### src/rtl/mux_ctrl_pkg.sv
// Shared definitions for the 4:1 mux round-robin arbiter: sizes, FSM encoding
// and the one-hot grant helper.
package mux_ctrl_pkg;

  localparam int N_REQ = 4;
  localparam int SEL_W = 2;

  typedef enum logic {
    IDLE  = 1'b0,
    GRANT = 1'b1
  } state_e;

  function automatic logic [N_REQ-1:0] onehot2(input logic [SEL_W-1:0] idx);
    logic [N_REQ-1:0] oh;
    oh      = '0;
    oh[idx] = 1'b1;
    return oh;
  endfunction

endpackage

### src/rtl/rr_pick4.sv
// Cyclic first-set search over four requests, starting at PTR and wrapping,
// so the requester at PTR has highest priority and PTR-1 the lowest.
module rr_pick4
  import mux_ctrl_pkg::*;
(
  input  logic [N_REQ-1:0] REQ,
  input  logic [SEL_W-1:0] PTR,
  output logic [SEL_W-1:0] idx,
  output logic             found
);

  logic [SEL_W-1:0] cand;

  // Walk from the farthest offset down to 0 so the nearest set bit wins.
  always_comb begin
    idx   = PTR;
    found = 1'b0;
    cand  = PTR;
    for (int k = N_REQ - 1; k >= 0; k--) begin
      cand = PTR + SEL_W'(k);
      if (REQ[cand]) begin
        idx   = cand;
        found = 1'b1;
      end
    end
  end

endmodule

### src/rtl/mux4_rr_arbiter.sv
// Round-robin arbiter driving the select of the shared 4:1 mux; holds a grant
// until the owner finishes or the hold limit expires, then rotates priority.
module mux4_rr_arbiter
  import mux_ctrl_pkg::*;
#(
  parameter int MAX_HOLD = 8,
  parameter int CNT_W    = 8
) (
  input  logic             CLK,
  input  logic             RST_N,
  input  logic [N_REQ-1:0] REQ,
  input  logic             LAST,
  output logic [N_REQ-1:0] GNT,
  output logic [SEL_W-1:0] SEL,
  output logic             BUSY,
  output logic [CNT_W-1:0] HOLD_CNT
);

  localparam logic [CNT_W-1:0] HOLD_LAST = CNT_W'(MAX_HOLD - 1);

  state_e           state_q, state_d;
  logic [SEL_W-1:0] ptr_q, ptr_d;
  logic [SEL_W-1:0] sel_q, sel_d;
  logic [N_REQ-1:0] gnt_q, gnt_d;
  logic [CNT_W-1:0] cnt_q, cnt_d;

  logic [SEL_W-1:0] owner_next;
  logic [SEL_W-1:0] pick_ptr;
  logic [SEL_W-1:0] pick_idx;
  logic             pick_found;
  logic             release_w;

  assign owner_next = sel_q + SEL_W'(1);

  // On release the new pointer (owner+1) is used in the same edge, so the
  // picker is fed that value directly instead of waiting for ptr_q to update.
  assign pick_ptr  = (state_q == GRANT) ? owner_next : ptr_q;
  assign release_w = (state_q == GRANT) &&
                     (!REQ[sel_q] || LAST || (cnt_q == HOLD_LAST));

  rr_pick4 u_pick (
    .REQ   (REQ),
    .PTR   (pick_ptr),
    .idx   (pick_idx),
    .found (pick_found)
  );

  always_comb begin
    state_d = state_q;
    ptr_d   = ptr_q;
    sel_d   = sel_q;
    gnt_d   = gnt_q;
    cnt_d   = cnt_q;
    case (state_q)
      IDLE: begin
        if (pick_found) begin
          state_d = GRANT;
          sel_d   = pick_idx;
          gnt_d   = onehot2(pick_idx);
          cnt_d   = '0;
        end
      end
      GRANT: begin
        if (release_w) begin
          ptr_d = owner_next;
          if (pick_found) begin
            sel_d = pick_idx;
            gnt_d = onehot2(pick_idx);
            cnt_d = '0;
          end else begin
            // SEL deliberately keeps the last owner so the mux output stays put.
            state_d = IDLE;
            gnt_d   = '0;
            cnt_d   = '0;
          end
        end else begin
          cnt_d = cnt_q + CNT_W'(1);
        end
      end
      default: begin
        state_d = IDLE;
        gnt_d   = '0;
        cnt_d   = '0;
      end
    endcase
  end

  always_ff @(posedge CLK or negedge RST_N) begin
    if (!RST_N) begin
      state_q <= IDLE;
      ptr_q   <= '0;
      sel_q   <= '0;
      gnt_q   <= '0;
      cnt_q   <= '0;
    end else begin
      state_q <= state_d;
      ptr_q   <= ptr_d;
      sel_q   <= sel_d;
      gnt_q   <= gnt_d;
      cnt_q   <= cnt_d;
    end
  end

  assign GNT      = gnt_q;
  assign SEL      = sel_q;
  assign BUSY     = (state_q == GRANT);
  assign HOLD_CNT = cnt_q;

endmodule

### config.mk
export PLATFORM = sky130hd
export DESIGN_NAME = mux4_rr_arbiter
export DESIGN_NICKNAME = d
export VERILOG_FILES = /design/src/rtl/mux_ctrl_pkg.sv /design/src/rtl/rr_pick4.sv /design/src/rtl/mux4_rr_arbiter.sv
export SDC_FILE = /design/constraint.sdc
export NUM_CORES = 1
export LEC_CHECK = 0
export ABC_CLOCK_PERIOD_IN_PS = 2300
export CORE_ASPECT_RATIO = 1.4
export CORE_MARGIN = 3
export CORE_UTILIZATION = 38
export CTS_BUF_LIST = sky130_fd_sc_hd__clkbuf_4 sky130_fd_sc_hd__clkbuf_8
export DETAILED_ROUTE_END_ITERATION = 10
export PLACE_DENSITY = 0.67
export SLEW_MARGIN = 10
export SYNTH_ARGS = -nofsm -noshare
export SYNTH_HDL_FRONTEND = slang
export SYNTH_SLANG_ARGS = --single-unit
### constraint.sdc
create_clock -name CLK -period 2.3 [get_ports CLK]
set_input_delay 0.23 -clock CLK [delete_from_list [all_inputs] [get_ports CLK]]
set_output_delay 0.23 -clock CLK [all_outputs]
set_load 0.005 [all_outputs]
==> flow_summary_export.csv, run 1 <==
group,metric,value,unit
status,status,"completed",
timing,fin_skew,0.007916,ns
yosys,ys_ff_latch,17,
cts,clk_latency,0.30,ns
routing,routed_wl,2.034,mm
power_and_ir_drop,internal_power,724.2,uW
timing,finalSetupViolations,0,
cts,cts_made_buffers,3,
timing,tns,0,ns
timing,worst_pin_slew,0.7594,ns
timing,finalHoldViolations,0,
cells_and_area,final_nets,135,
yosys,synthArstFlopShare,1.000,
cts,cts_tree,"built",
yosys,synth_ff_type,"dfrtp_1",
timing,setup_ws,0.4358,ns
hold_path,hold_path.class,"primary input to async pin",
placed_design,pre_cts_slack,0.2166,ns
power_and_ir_drop,design_power_total,1123,uW
cts,clockBufferDepth,2,
cells_and_area,area_growth,28.57,%
routing,vias,810,
floorplan,io_pins,22,
yosys,synthDistinctLibCells,32,
cells_and_area,insertedDiodeCount,0,
timing,period_share,0.8105,
timing,max-slew-margin-rel,0.4921,
power_and_ir_drop,cellPowerDensity,898.6,nW/um^2
cts,clkTransAtPathRegs,0.11,ns
routing,routedWlPerCell,12.71,um
grt,overflow,0,
routing,dr.pass1.iters,4,
cts,holdBufCountCts,0,
critical_path,r2r-start,"HOLD_CNT[4]$_DFFE_PN0P_",
grt,grt_pass1_wl,3.574,mm
floorplan,dieArea,3210,um^2
grt,grt_pass1_vias,819,
power_and_ir_drop,pwr-share-seq,0.398,
floorplan,rows,21,
yosys,syn_area,972.2,um^2
yosys,ys_seq_area_frac,0.4376,
routing,ant_nets,0,
grt,grt_max_degree,18,
critical_path,cp-start-kind,"register",
placed_design,hpwl,1.512,mm
cts,ctsResizeCount,0,
placed_design,port_buffers,21,
timing,fin_crit,1.864,ns
floorplan,chipWidth,48.75,um
cts,postCtsSetupBuffers,0,
power_and_ir_drop,p_clk_frac,0.147,
cts,h-tree-depth,1,
cts,cts_sinks,17,
timing,fmax,536.4,MHz
critical_path,crit_start,"HOLD_CNT[4]$_DFFE_PN0P_",
yosys,synth_fp_nets,110,
yosys,synth-edff-count,0,
yosys,yosys_warnings,0,
grt,antenna_found_initial,0,
critical_path,required,2.49,ns
timing,hold_slack,0.3676,ns
yosys,syn_area_per_cell,9.531,um^2
job,drv_cap,0,
critical_path,path_class,"register to register",
power_and_ir_drop,power.switching,399.1,uW
critical_path,crit_path_end_kind,"register",
timing,rsz0062_at_grt,"no",
timing,slew_violations,0,
placed_design,place.gp.congestion,0.7267,
power_and_ir_drop,p_comb_frac,0.455,
critical_path,cp.arrival,2.05,ns
critical_path,ff2ff_setup_slack,0.44,ns
floorplan,die_y,65.85,um
cts,cts_root_buf,"clkbuf_4",
grt,grt_usage,0.1420,
power_and_ir_drop,p_sw_frac,0.3553,
routing,vias_per_cell,5.063,
cells_and_area,drive_gt1_frac,0.1032,
routing,drt_iter0_markers,27,
power_and_ir_drop,vdd_drop_max,0.5450,mV
power_and_ir_drop,p_leak,0.0005363,uW
critical_path,worstPathMaxFanout,6,
floorplan,core,2417,um^2
routing,drcViolationCount,0,
yosys,syn_inst,102,
floorplan,start_util,0.4022,
==> cells in the mapped netlist, drive strengths merged (2+ instances only) <==
cell type,count,share of area
dfrtp,17,0.44
o21ai,16,0.082
nand2,12,0.046
nor2,11,0.042
and3,4,0.026
inv,4,0.015
nand2b,4,0.026
nand3,3,0.015
nor3b,3,0.035
a22o,2,0.018
buf,2,0.010
mux2,2,0.023
mux2i,2,0.021
o21a,2,0.015
xor2,2,0.018
==> critical path, stage by stage (launching register included) <==
cell,delay (ns)
dfrtp_1,0.44
or4_4,0.58
o2111ai_4,0.22
and2_4,0.19
mux2_2,0.32
==> sequential cells by signal, summed over array words and instances (netlist names) <==
name / cells
ptr_q: 2
GNT: 4
BUSY: 1
HOLD_CNT: 8
SEL: 2
==> power by group through the flow <==
stage                     clock network (uW)  logic [uW]  registers (uW)
final                                    165         511             447
after global routing                     190         564             462
after CTS                                169         519             449
after detailed placement                   0         516             453
after global placement                     0         510             453
after floorplan                            0         329             441
==> layer usage <==
layer  share of wire  GRT usage  routed length [um]  vias up
met3           0.040    0.03386                  82        3
met5               0          0                   0        -
met2            0.47     0.2330                 958       15
li1                -          -                   -      410
met1            0.47     0.1808                 965      382
met4           0.014    0.05338                  28        0
==> layout by cell type (no fill, tap or decap), drive strengths merged, types with 2 or more instances in the layout <==
cell type and n:
xor2 2, nand3 3, clkdlybuf4s50 21, nand2 12
and3 4, mux2 2, nand2b 4, a22o 2
clkbuf 3, dfrtp 17, o21ai 16, nor2 11
inv 4, o21a 2, mux2i 2, nor3b 3
==> cell type report <==
cell class	instances	area, um^2
fillers	246	1167
clock inverters	1	5.005
repair buffers	22	217.7
multi-input cells	79	521.8
inverters	4	15.01
well taps	34	42.54
clock buffers	3	22.52
flip-flops and latches	17	425.4
==> metrics by stage <==
step                      cell area [um^2]  std cells  utilization
after floorplan                      972.2        102            -
after global routing                  1250        160       0.5171
final                                 1250        160       0.5171
after detailed placement              1222        156       0.5057
after global placement                1222        156       0.5057
after CTS                             1250        160       0.5171
==> path summary, 6_finish.rpt <==
kind / endpoint / cells after the start
max in group asynchronous: GNT[1]$_DFFE_PN0P_ / 1
worst min register to register: GNT[3]$_DFFE_PN0P_ / 2
worst max register to register: SEL[0]$_DFFE_PN0P_ / 4
worst max-delay path: SEL[0]$_DFFE_PN0P_ / 4
worst min-delay path: HOLD_CNT[5]$_DFFE_PN0P_ / 1
min in group CLK: GNT[3]$_DFFE_PN0P_ / 2
==> kinds of logic after synthesis <==
group | synth area share
compound gates | 0.2021
xor+xnor | 0.02703
fa+ha+maj | 0.01287
buf+inv | 0.02574
flops | 0.4376
mux | 0.06692
simple gates | 0.2278
Power figures use the tool's default switching activity.
==> run 2, diff against run 1 <==
--- a/config.mk
+++ b/config.mk
@@ -5,13 +5,13 @@
 export SDC_FILE = /design/constraint.sdc
 export NUM_CORES = 1
 export LEC_CHECK = 0
-export ABC_CLOCK_PERIOD_IN_PS = 2300
+export ABC_CLOCK_PERIOD_IN_PS = 1500
 export CORE_ASPECT_RATIO = 1.4
 export CORE_MARGIN = 3
 export CORE_UTILIZATION = 38
 export CTS_BUF_LIST = sky130_fd_sc_hd__clkbuf_4 sky130_fd_sc_hd__clkbuf_8
 export DETAILED_ROUTE_END_ITERATION = 10
-export PLACE_DENSITY = 0.67
+export PLACE_DENSITY = 0.7
 export SLEW_MARGIN = 10
 export SYNTH_ARGS = -nofsm -noshare
 export SYNTH_HDL_FRONTEND = slang
==> constraint.sdc (replaced) <==
create_clock -name CLK -period 1.5 [get_ports CLK]
set_input_delay 0.15 -clock CLK [delete_from_list [all_inputs] [get_ports CLK]]
set_output_delay 0.15 -clock CLK [all_outputs]
set_load 0.005 [all_outputs]
==> run 2 against run 1 <==
  * Critical path depth up 1
  * First-iteration DRC count down 41%
  * Clock skew down 0.0046 ns
  * Final cell count up 20%
  * Non-clock buffer count up 32
  * Cell area up 25%
  * Via count up 22%
  * The flow now finishes with violations (negative setup slack)
  * Die area unchanged
==> flow_summary_export.csv, run 2 (synthesis gave the netlist of run 1 again) <==
group,metric,value,unit
cells_and_area,seqCellArea,427.9,um^2
cells_and_area,final_common_cell,"buf_4",
job,drv_cap,0,
floorplan,chipWidth,48.75,um
critical_path,required,1.75,ns
power_and_ir_drop,p_clk_frac,0.122,
timing,fmax,561.7,MHz
routing,vias,991,
hold_path,hold_path.class,"primary input to async pin",
critical_path,crit_path_end_kind,"register",
cts,clockBufferDepth,2,
floorplan,rows,21,
cts,h-tree-depth,1,
power_and_ir_drop,design_power_total,2082,uW
timing,slew_violations,0,
timing,max-slew-margin-rel,0.8012,
cts,holdBufCountCts,0,
grt,grt_usage,0.1890,
status,status,"finished, violations left",
routing,routedWlPerCell,14.16,um
grt,antenna_found_initial,0,
routing,vias_per_cell,5.161,
placed_design,pre_cts_slack,-0.4291,ns
power_and_ir_drop,power.switching,745.3,uW
critical_path,path_class,"register to register",
placed_design,hpwl,1.968,mm
timing,fin_skew,0.003273,ns
timing,hold_slack,0.1651,ns
cells_and_area,largest_reg_flops,8,
timing,worst_pin_slew,0.2962,ns
routing,routed_wl,2.719,mm
grt,grt_pass1_vias,1027,
power_and_ir_drop,p_leak,0.0007871,uW
placed_design,dpl-instance-area,1406,um^2
cells_and_area,insertedDiodeCount,0,
cells_and_area,fin_area,1568,um^2
floorplan,die_y,65.85,um
critical_path,cp.arrival,2.03,ns
floorplan,start_util,0.4022,
critical_path,worstPathCellList,"or4_4, o2111ai_4, and2_4, nor3b_4, a22o_1",
cells_and_area,multi_input_area,579.3,um^2
timing,period_share,1.187,
power_and_ir_drop,p_comb_frac,0.549,
critical_path,cp_slowest_cell,"or4_4",
power_and_ir_drop,cellPowerDensity,1328,nW/um^2
floorplan,io_pins,22,
critical_path,ff2ff_setup_slack,-0.28,ns
status,violations,"negative setup slack",
placed_design,place.gp.congestion,0.9004,
cts,cts_sinks,17,
cts,cts_tree,"built",
cts,cts_made_buffers,3,
power_and_ir_drop,pwr-share-seq,0.329,
grt,overflow,0,
routing,drt_iter0_markers,16,
floorplan,dieArea,3210,um^2
cts,clk_latency,0.30,ns
routing,drcViolationCount,0,
cells_and_area,final_nets,167,
critical_path,cp-start-kind,"register",
power_and_ir_drop,p_sw_frac,0.3580,
routing,ant_nets,0,
power_and_ir_drop,internal_power,1337,uW
placed_design,port_buffers,21,
timing,rsz0062_at_grt,"yes",
routing,dr.pass1.iters,4,
timing,finalSetupViolations,16,
grt,grt_pass1_wl,4.685,mm
cells_and_area,area_growth,61.26,%
critical_path,slowest_delay,0.56,ns
cells_and_area,n_fill_cell,212,
cts,cts_root_buf,"clkbuf_4",
grt,grt_max_degree,18,
timing,fin_crit,1.780,ns
power_and_ir_drop,vdd_drop_max,0.8775,mV
timing,tns,-2.925,ns
timing,setup_ws,-0.2802,ns
cells_and_area,final_cell_mix,"30 x buf_4, 15 x dfrtp_1, 14 x clkdlybuf4s50_1, 12 x nand2_1, 9 x nor2_1",
floorplan,core,2417,um^2
cells_and_area,drive_gt1_frac,0.3734,
critical_path,worstPathMaxFanout,3,
cts,clkTransAtPathRegs,0.10,ns
timing,finalHoldViolations,0,
run 2: changes by cell type in the layout (fill, tap and decap cells not counted), sizes merged:
cell,change
clkdlybuf4s50,-7
dlygate4sd2,+3
dlymetal6s2s,+4
buf,+32
run 2: power groups by stage:
stage          clock network (uW)  logic (uW)  registers [uW]
2_1_floorplan                   0         526             677
3_3_place_gp                    0         973             679
3_5_place_dp                    0         997             687
4_1_cts                       266        1090             687
5_1_grt                       282        1260             703
6_report                      254        1140             685
run 2: worst max-delay path, delay by kind of cell, from the launching register on:
| family | cells | cell delay (ns) |
|---|---|---|
| DFF | 1 | 0.39 |
| and+or+nand+nor | 3 | 0.97 |
| AOI/OAI and AO/OA | 2 | 0.38 |
run 2: final cells by class:
class,count,share of cell area
clock inverters,1,0.003192
well taps,34,0.02713
flip-flops and latches,17,0.2729
clock buffers,3,0.01437
repair buffers,54,0.3033
inverters,4,0.009577
multi-input cells,79,0.3695
run 2: metrics by stage:
stage | utilization | instances
final | 0.6486 | 192
after global routing | 0.6486 | 192
after CTS | 0.6216 | 190
after detailed placement | 0.5818 | 180
after global placement | 0.5818 | 180
after floorplan | - | 102
run 2: routing by layer:
metal  part of all wire  track usage  vias up
met5                  0            0        -
met4              0.019      0.05694        0
met3              0.032      0.02709        5
met1               0.39       0.2178      479
met2               0.56       0.3571       29
li1                   -            -      478
run 2: timing repair:
action / 4_1_cts / 5_1_grt
setup buffers: 6 / 2
gates resized for setup: 24 / 16
pin swaps: 10 / 12
endpoints found under the setup margin: 19 / 20
gates cloned: 0 / 0
run 2: final timing paths:
check,from,cells after the start,end
setup / recovery,HOLD_CNT[3]$_DFFE_PN0P_,5,GNT[1]$_DFFE_PN0P_
hold / removal,RST_N,2,HOLD_CNT[6]$_DFFE_PN0P_
setup reg to reg,HOLD_CNT[3]$_DFFE_PN0P_,5,GNT[1]$_DFFE_PN0P_
hold reg to reg,GNT[3]$_DFFE_PN0P_,2,GNT[3]$_DFFE_PN0P_
max in group asynchronous,RST_N,2,SEL[1]$_DFFE_PN0P_
min in group CLK,GNT[3]$_DFFE_PN0P_,2,GNT[3]$_DFFE_PN0P_
==> run 3, diff against run 2 <==
--- a/config.mk
+++ b/config.mk
@@ -5,7 +5,7 @@
 export SDC_FILE = /design/constraint.sdc
 export NUM_CORES = 1
 export LEC_CHECK = 0
-export ABC_CLOCK_PERIOD_IN_PS = 1500
+export ABC_CLOCK_PERIOD_IN_PS = 1460
 export CORE_ASPECT_RATIO = 1.4
 export CORE_MARGIN = 3
 export CORE_UTILIZATION = 38
==> constraint.sdc (replaced) <==
create_clock -name CLK -period 1.46 [get_ports CLK]
set_input_delay 0.146 -clock CLK [delete_from_list [all_inputs] [get_ports CLK]]
set_output_delay 0.146 -clock CLK [all_outputs]
set_load 0.005 [all_outputs]
==> run 3 against run 2 <==
  * The flow still finishes with violations (negative setup slack)
  * Die area unchanged
  * Global-route usage down 2.8 points
  * Worst setup slack lost 0.041 ns
  * Final cell count down 1.6%
  * Sequential share of layout area is 1.2 points higher
  * Clock-buffer cell count unchanged
  * Cell area decreased by 4.1%
  * Sequential power up 2%
  * Clock skew increased by 0.0024 ns
  * Sequential cell count unchanged
  * Combinational power is 9.6% lower
  * Largest power group unchanged
==> flow_summary_export.csv, run 3 (synthesis gave the netlist of run 1 again) <==
group,metric,value,unit
status,status,"finished, violations left",
status,violations,"negative setup slack",
placed_design,pre_cts_slack,-0.4190,ns
power_and_ir_drop,vdd_drop_max,0.9486,mV
floorplan,start_util,0.4022,
cells_and_area,final_common_cell,"buf_4",
cts,clockBufferDepth,2,
timing,fin_skew,0.005641,ns
power_and_ir_drop,p_leak,0.0008060,uW
floorplan,die_y,65.85,um
cells_and_area,insertedDiodeCount,0,
critical_path,cp-start-kind,"register",
grt,overflow,0,
timing,fin_crit,1.782,ns
cells_and_area,drive_gt1_frac,0.2968,
cells_and_area,n_fill_cell,237,
floorplan,chipWidth,48.75,um
critical_path,worstPathCellList,"or4_4, o2111ai_4, and2_4, nor3b_4, a22o_1",
routing,vias,960,
timing,period_share,1.220,
floorplan,dieArea,3210,um^2
floorplan,core,2417,um^2
grt,grt_max_degree,18,
cells_and_area,final_cell_mix,"27 x buf_4, 14 x dfrtp_1, 13 x o21ai_0, 12 x clkdlybuf4s50_1",
power_and_ir_drop,cellPowerDensity,1327,nW/um^2
routing,drt_iter0_markers,11,
timing,max-slew-margin-rel,0.6850,
routing,vias_per_cell,5.079,
critical_path,path_class,"register to register",
placed_design,port_buffers,21,
critical_path,required,1.71,ns
cts,h-tree-depth,1,
cts,clk_latency,0.30,ns
timing,rsz0062_at_grt,"yes",
timing,slew_violations,0,
floorplan,rows,21,
timing,finalHoldViolations,0,
hold_path,hold_path.class,"primary input to async pin",
grt,grt_pass1_vias,934,
cells_and_area,largest_reg_flops,8,
cells_and_area,final_nets,164,
timing,setup_ws,-0.3215,ns
power_and_ir_drop,design_power_total,1996,uW
cells_and_area,area_growth,54.70,%
grt,grt_usage,0.1605,
critical_path,worstPathMaxFanout,4,
critical_path,crit_path_end_kind,"register",
timing,fmax,561.3,MHz
cts,cts_made_buffers,3,
placed_design,place.gp.congestion,0.8935,
cts,clkTransAtPathRegs,0.11,ns
routing,routed_wl,2.430,mm
critical_path,slowest_delay,0.56,ns
grt,antenna_found_initial,0,
routing,ant_nets,0,
floorplan,io_pins,22,
routing,drcViolationCount,0,
cts,cts_sinks,17,
placed_design,hpwl,1.978,mm
timing,finalSetupViolations,16,
routing,dr.pass1.iters,4,
critical_path,cp.arrival,2.03,ns
critical_path,cp_slowest_cell,"or4_4",
timing,worst_pin_slew,0.4676,ns
timing,hold_slack,0.1599,ns
grt,grt_pass1_wl,3.974,mm
cts,cts_tree,"built",
job,drv_cap,0,
cts,cts_root_buf,"clkbuf_4",
routing,routedWlPerCell,12.86,um
-- run 3: layer usage --
layer	wire, um	global-route usage	vias to the layer above
li1	-	-	474
met3	96	0.02935	4
met1	961	0.1652	462
met5	0	0	-
met4	19	0.06406	0
met2	1352	0.3146	20
-- run 3: worst paths after layout --
check | start | to | slack [ns] | cells after the start
min in group CLK | GNT[3]$_DFFE_PN0P_ | GNT[3]$_DFFE_PN0P_ | 0.51 | 2
max in group asynchronous | RST_N | BUSY$_DFF_PN0_ | 1.10 | 2
hold reg to reg | GNT[3]$_DFFE_PN0P_ | GNT[3]$_DFFE_PN0P_ | 0.51 | 2
hold / removal | RST_N | HOLD_CNT[2]$_DFFE_PN0P_ | 0.16 | 2
setup reg to reg | HOLD_CNT[6]$_DFFE_PN0P_ | GNT[1]$_DFFE_PN0P_ | -0.32 | 5
setup / recovery | HOLD_CNT[6]$_DFFE_PN0P_ | GNT[1]$_DFFE_PN0P_ | -0.32 | 5
-- run 3: final cells by class --
class	count	area, um^2	area share
clock inverter	1	5.005	0.003328
clock buffer	3	22.52	0.01498
inverter	4	15.01	0.009983
timing repair buffer	51	461.7	0.3070
tap	34	42.54	0.02829
sequential	17	429.2	0.2854
multi-input combinational	79	528.0	0.3511
-- run 3: repair_timing --
action / CTS / global route
buffers inserted: 1 / 1
setup endpoints to repair: 19 / 23
hold buffers: 0 / 0
pin swaps: 5 / 4
gates resized for setup: 5 / 11
-- run 3: worst max-delay path: cells and delay by family, from the launching register on --
| kind | cells | cell delay (ns) |
|---|---|---|
| flip-flops | 1 | 0.39 |
| AO/OA/AOI/OAI | 2 | 0.37 |
| AND/OR/NAND/NOR | 3 | 0.97 |
-- run 3: stage by stage --
step | cells | cell area [um^2] | setup TNS [ns] | util
2_1_floorplan | 102 | 975.9 | -3.397 | -
3_3_place_gp | 183 | 1429 | -4.383 | 0.5911
3_5_place_dp | 183 | 1429 | -5.136 | 0.5911
4_1_cts | 188 | 1468 | -3.861 | 0.6071
5_1_grt | 189 | 1504 | -5.031 | 0.6222
6_report | 189 | 1504 | -3.553 | 0.6222
-- run 3: where the power goes --
part	internal (uW)	leakage [uW]	switching (uW)
sequential	594	0.000216	106
combinational	605	0.000572	428
clock	102	0.0000177	160
==> RTL edit 1, RTL diff (config.mk and constraints of run 2) <==
Put one more register stage on the output `HOLD_CNT`, with the module's reset. The value now appears one clock later. The other outputs are not delayed to match.
--- a/src/rtl/mux4_rr_arbiter.sv
+++ b/src/rtl/mux4_rr_arbiter.sv
@@ -106,3 +106,9 @@
   assign BUSY     = (state_q == GRANT);
-  assign HOLD_CNT = cnt_q;
+  always_ff @(posedge CLK or negedge RST_N) begin
+    if (!RST_N) begin
+      HOLD_CNT <= '0;
+    end else begin
+      HOLD_CNT <= cnt_q;
+    end
+  end
 
Function: changed (Yosys sat finds a counterexample within 4 cycles, from zero or initial values and one cycle with RST_N low).
==> RTL edit 1 against run 2 <==
  * Clock power increased by 59%
  * Synthesized area increased by 21%
  * Routed wire length increased by 6.2%
  * Sequential share of layout area increased by 8.2 points
  * Count of clock-buffer cells in the layout unchanged
  * Setup slack got worse by 0.042 ns
  * Global-route usage decreased by 2.0 points
  * The run still ends with setup timing left
  * Critical endpoint unchanged
  * Clock skew increased by 0.0062 ns
  * Critical path depth unchanged
  * Total power increased by 21%
  * Sequential cell count increased by 8
  * Design area increased by 13%
==> RTL edit 1: results (changes against run 2) <==
[outcome]
status=complete, but fails checks  ; unchanged
violations=setup timing  ; unchanged

[worst_setup_path]
path_max_fanout=4  ; was 3
crit_start=cnt_q[4]  ; was HOLD_CNT[3]

[clock_network]
clk_latency_ns=0.27  ; was 0.30 ns
ctsRootBufferMaster=clkbuf_8  ; was clkbuf_4

[cells_and_area]
drive_gt1_share_pct=33.73  ; was 37.34%
num-fill-cells=250  ; was 212

[sta]
setup_slack_ns=-0.3220  ; was -0.2802 ns
slew_headroom_pct=79.40  ; was 80.12%
setup-tns-final_ns=-3.788  ; was -2.925 ns
final-setup-viol-count=16  ; unchanged
skew_ns=0.009462  ; was 0.003273 ns

[drt]
wirelength_um=2887  ; was 2719 µm
routedWlPerCell_um=14.22  ; was 14.16 µm
drtIter0Drc=17  ; was 16

[logic_synthesis]
seq_area_frac_synth_pct=53.36  ; was 43.76%
synth.net_count=118  ; was 110

[global_route]
grt_pass1_vias=1104  ; was 1,027
grt_pass1_wl_um=4726  ; was 4685 µm
grtUsageTotal_pct=16.89  ; was 18.90%
grt_max_degree=26  ; was 18

[place]
hpwl_um=2137  ; was 1968 µm
placed_cells=191  ; was 180
place.gp.congestion=0.8301  ; was 0.9004

[power_and_ir_drop]
peakVddDrop_mv=0.9816  ; was 0.8775 mV

==> RTL edit 1: kinds of logic (layout without fill, tap and decap cells) <==
| group | after synthesis | count (layout) | share of synthesized area (%) |
|---|---|---|---|
| multiplexers | 5 | 5 | 5.549 |
| XOR/XNOR | 3 | 3 | 2.242 |
| buffers and inverters | 6 | 62 | 2.134 |
| AND/OR/NAND/NOR | 41 | 41 | 18.89 |
| AO/OA/AOI/OAI | 29 | 29 | 16.76 |
| flip-flops | 25 | 25 | 53.36 |
| adder cells (fa/ha/maj) | 1 | 1 | 1.067 |
==> RTL edit 1: routing by layer <==
layer,routed length [µm],up-vias,GRT usage [%]
li1,-,503,-
met1,1019,517,16.91
met2,1709,23,32.73
met3,91,7,2.079
met4,66,0,7.670
met5,0,-,0
==> RTL edit 1: area by class of cell <==
cell class	count	area, µm²	share of cell area (%)
sequential	25	629.4	35.45
tap	37	46.29	2.607
timing repair buffer	54	476.7	26.85
multi-input combinational	79	559.3	31.50
clock inverter	1	7.507	0.4228
inverter	4	15.01	0.8457
clock buffer	3	41.29	2.326
==> RTL edit 1: repair_timing <==
item	4_1_cts	5_1_grt
hold endpoints to repair	0	0
endpoints found under the setup margin	19	18
gates cloned	0	1
gates resized for setup	10	19
pin swaps	6	4
buffers inserted	2	5
==> RTL edit 1: power breakdown <==
group / switching [mW] / internal (mW) / leakage, nW
sequential: 0.103 / 0.807 / 0.327
combinational: 0.508 / 0.696 / 0.492
clock: 0.217 / 0.188 / 0.0217
==> RTL edit 1: per-stage QoR <==
| stage | cell area (µm²) | setup slack (ns) |
|---|---|---|
| finish | 1775 | -0.3220 |
| global route | 1775 | -0.4057 |
| CTS | 1688 | -0.2820 |
| detailed placement | 1610 | -0.4073 |
| global placement | 1610 | -0.3631 |
| floorplan | 1176 | -0.2560 |
==> RTL edit 2, RTL diff (config.mk and constraints of run 2) <==
Without the edit above. The package constant `N_REQ` goes from 4 to 2.
--- a/src/rtl/mux_ctrl_pkg.sv
+++ b/src/rtl/mux_ctrl_pkg.sv
@@ -4,3 +4,3 @@
 
-  localparam int N_REQ = 4;
+  localparam int N_REQ = 2;
   localparam int SEL_W = 2;
Ports: changed (resized GNT and REQ); port bits go from 22 to 18. The function was not compared with the original's and may differ.
==> RTL edit 2 against run 2 <==
  * Highest routed layer unchanged
  * Design area decreased by 7.9%
  * Routed wire length decreased by 5.6%
  * Synthesized area decreased by 1.9%
  * Sequential share of layout area decreased by 1.0 points
  * The flow still finishes with violations (setup timing)
  * Critical endpoint is now SEL[1]
  * Count of clock-buffer cells in the layout increased by 1
  * Clock skew increased by 0.0056 ns
  * Worst hold slack improved by 0.0099 ns
  * Sequential cell count decreased by 2
  * Setup slack improved by 0.12 ns
Power is not compared: it rests on default switching activity, and its combinational part moved more than twofold at a synthesized area within 25%.
==> RTL edit 2: results (changes against run 2) <==
[logic_synthesis]
synth_compound_area_share_pct=22.97  ; was 20.21%
synth.avg_cell_area_um2=9.630  ; was 9.531 µm²
synthTopCellsByArea=dfrtp_1, mux2i_1, or3_1  ; was dfrtp_1, o21ai_0, nand2_1
synth.net_count=105  ; was 110
seq_area_frac_synth_pct=39.37  ; was 43.76%
synthAdderAreaFrac_pct=1.312  ; was 1.287%

[sta]
final-setup-viol-count=14  ; was 16
setup-tns-final_ns=-1.105  ; was -2.925 ns
setup_slack_ns=-0.1596  ; was -0.2802 ns

[clock_network]
post_cts_resized=6  ; was 24
cts_setup_buffers=2  ; was 6
clk_latency_ns=0.28  ; was 0.30 ns

[cells_and_area]
nets=147  ; was 167
num-fill-cells=187  ; was 212

[place]
placed_cells=164  ; was 180
place.gp.congestion=0.8224  ; was 0.9004
post-place-ws_ns=-0.2486  ; was -0.4291 ns

[drt]
drtIter0Drc=10  ; was 16

[global_route]
grtUsageTotal_pct=17.64  ; was 18.90%
grt_pass1_vias=977  ; was 1,027

[worst_setup_path]
critical_path.slowest_cell=or4b_4  ; was or4_4
critical_path_arrival_ns=1.84  ; was 2.03 ns
path_max_fanout=4  ; was 3

[outcome]
status=complete, but fails checks  ; unchanged
violations=setup timing  ; unchanged

==> RTL edit 2: cell types whose count changed in the layout (fill, tap and decap cells not counted), sizes merged, moves of 3 or more <==
cell / before / now
buf: 33 / 25
o21ai: 16 / 8
nor2: 11 / 4
or3: 0 / 5
and3: 4 / 0
nand2b: 4 / 0
a21oi: 1 / 4
dlygate4sd2: 3 / 0
nand2: 12 / 9
nor2b: 0 / 3
==> RTL edit 2: worst paths after layout <==
check                       startpoint  slack, ns  depth (start not counted)  endpoint
min in group CLK                GNT[0]       0.54                          2    GNT[0]
setup / recovery           HOLD_CNT[7]      -0.16                          4    SEL[1]
setup reg to reg           HOLD_CNT[7]      -0.16                          4    SEL[1]
hold reg to reg                 GNT[0]       0.54                          2    GNT[0]
max in group asynchronous        RST_N       1.12                          2    SEL[0]
hold / removal                   RST_N       0.18                          2      BUSY
==> RTL edit 2: report_power, final <==
group	internal, mW	total, mW	switching (mW)	leakage [nW]
clock network	0.121	0.248	0.126	0.0184
registers	0.470	0.536	0.0666	0.190
logic	0.261	0.462	0.200	0.477
total	0.852	1.25	0.393	0.685
==> RTL edit 2: final cells by class <==
| type | instances | share of cell area [%] |
|---|---|---|
| multi-input combinational | 73 | 40.29 |
| timing repair buffer | 42 | 26.95 |
| sequential | 15 | 26.26 |
| tap | 33 | 2.860 |
| clock buffer | 4 | 2.080 |
| inverter | 6 | 1.560 |
==> RTL edit 2: routing by layer <==
metal | vias up | wire length [µm] | share of wire, % | global-route usage, %
li1 | 449 | - | - | -
met1 | 468 | 1072 | 42 | 19.97
met2 | 33 | 1320 | 51 | 32.24
met3 | 11 | 121 | 4.7 | 3.628
met4 | 0 | 51 | 2.0 | 7.117
met5 | - | 0 | 0 | 0
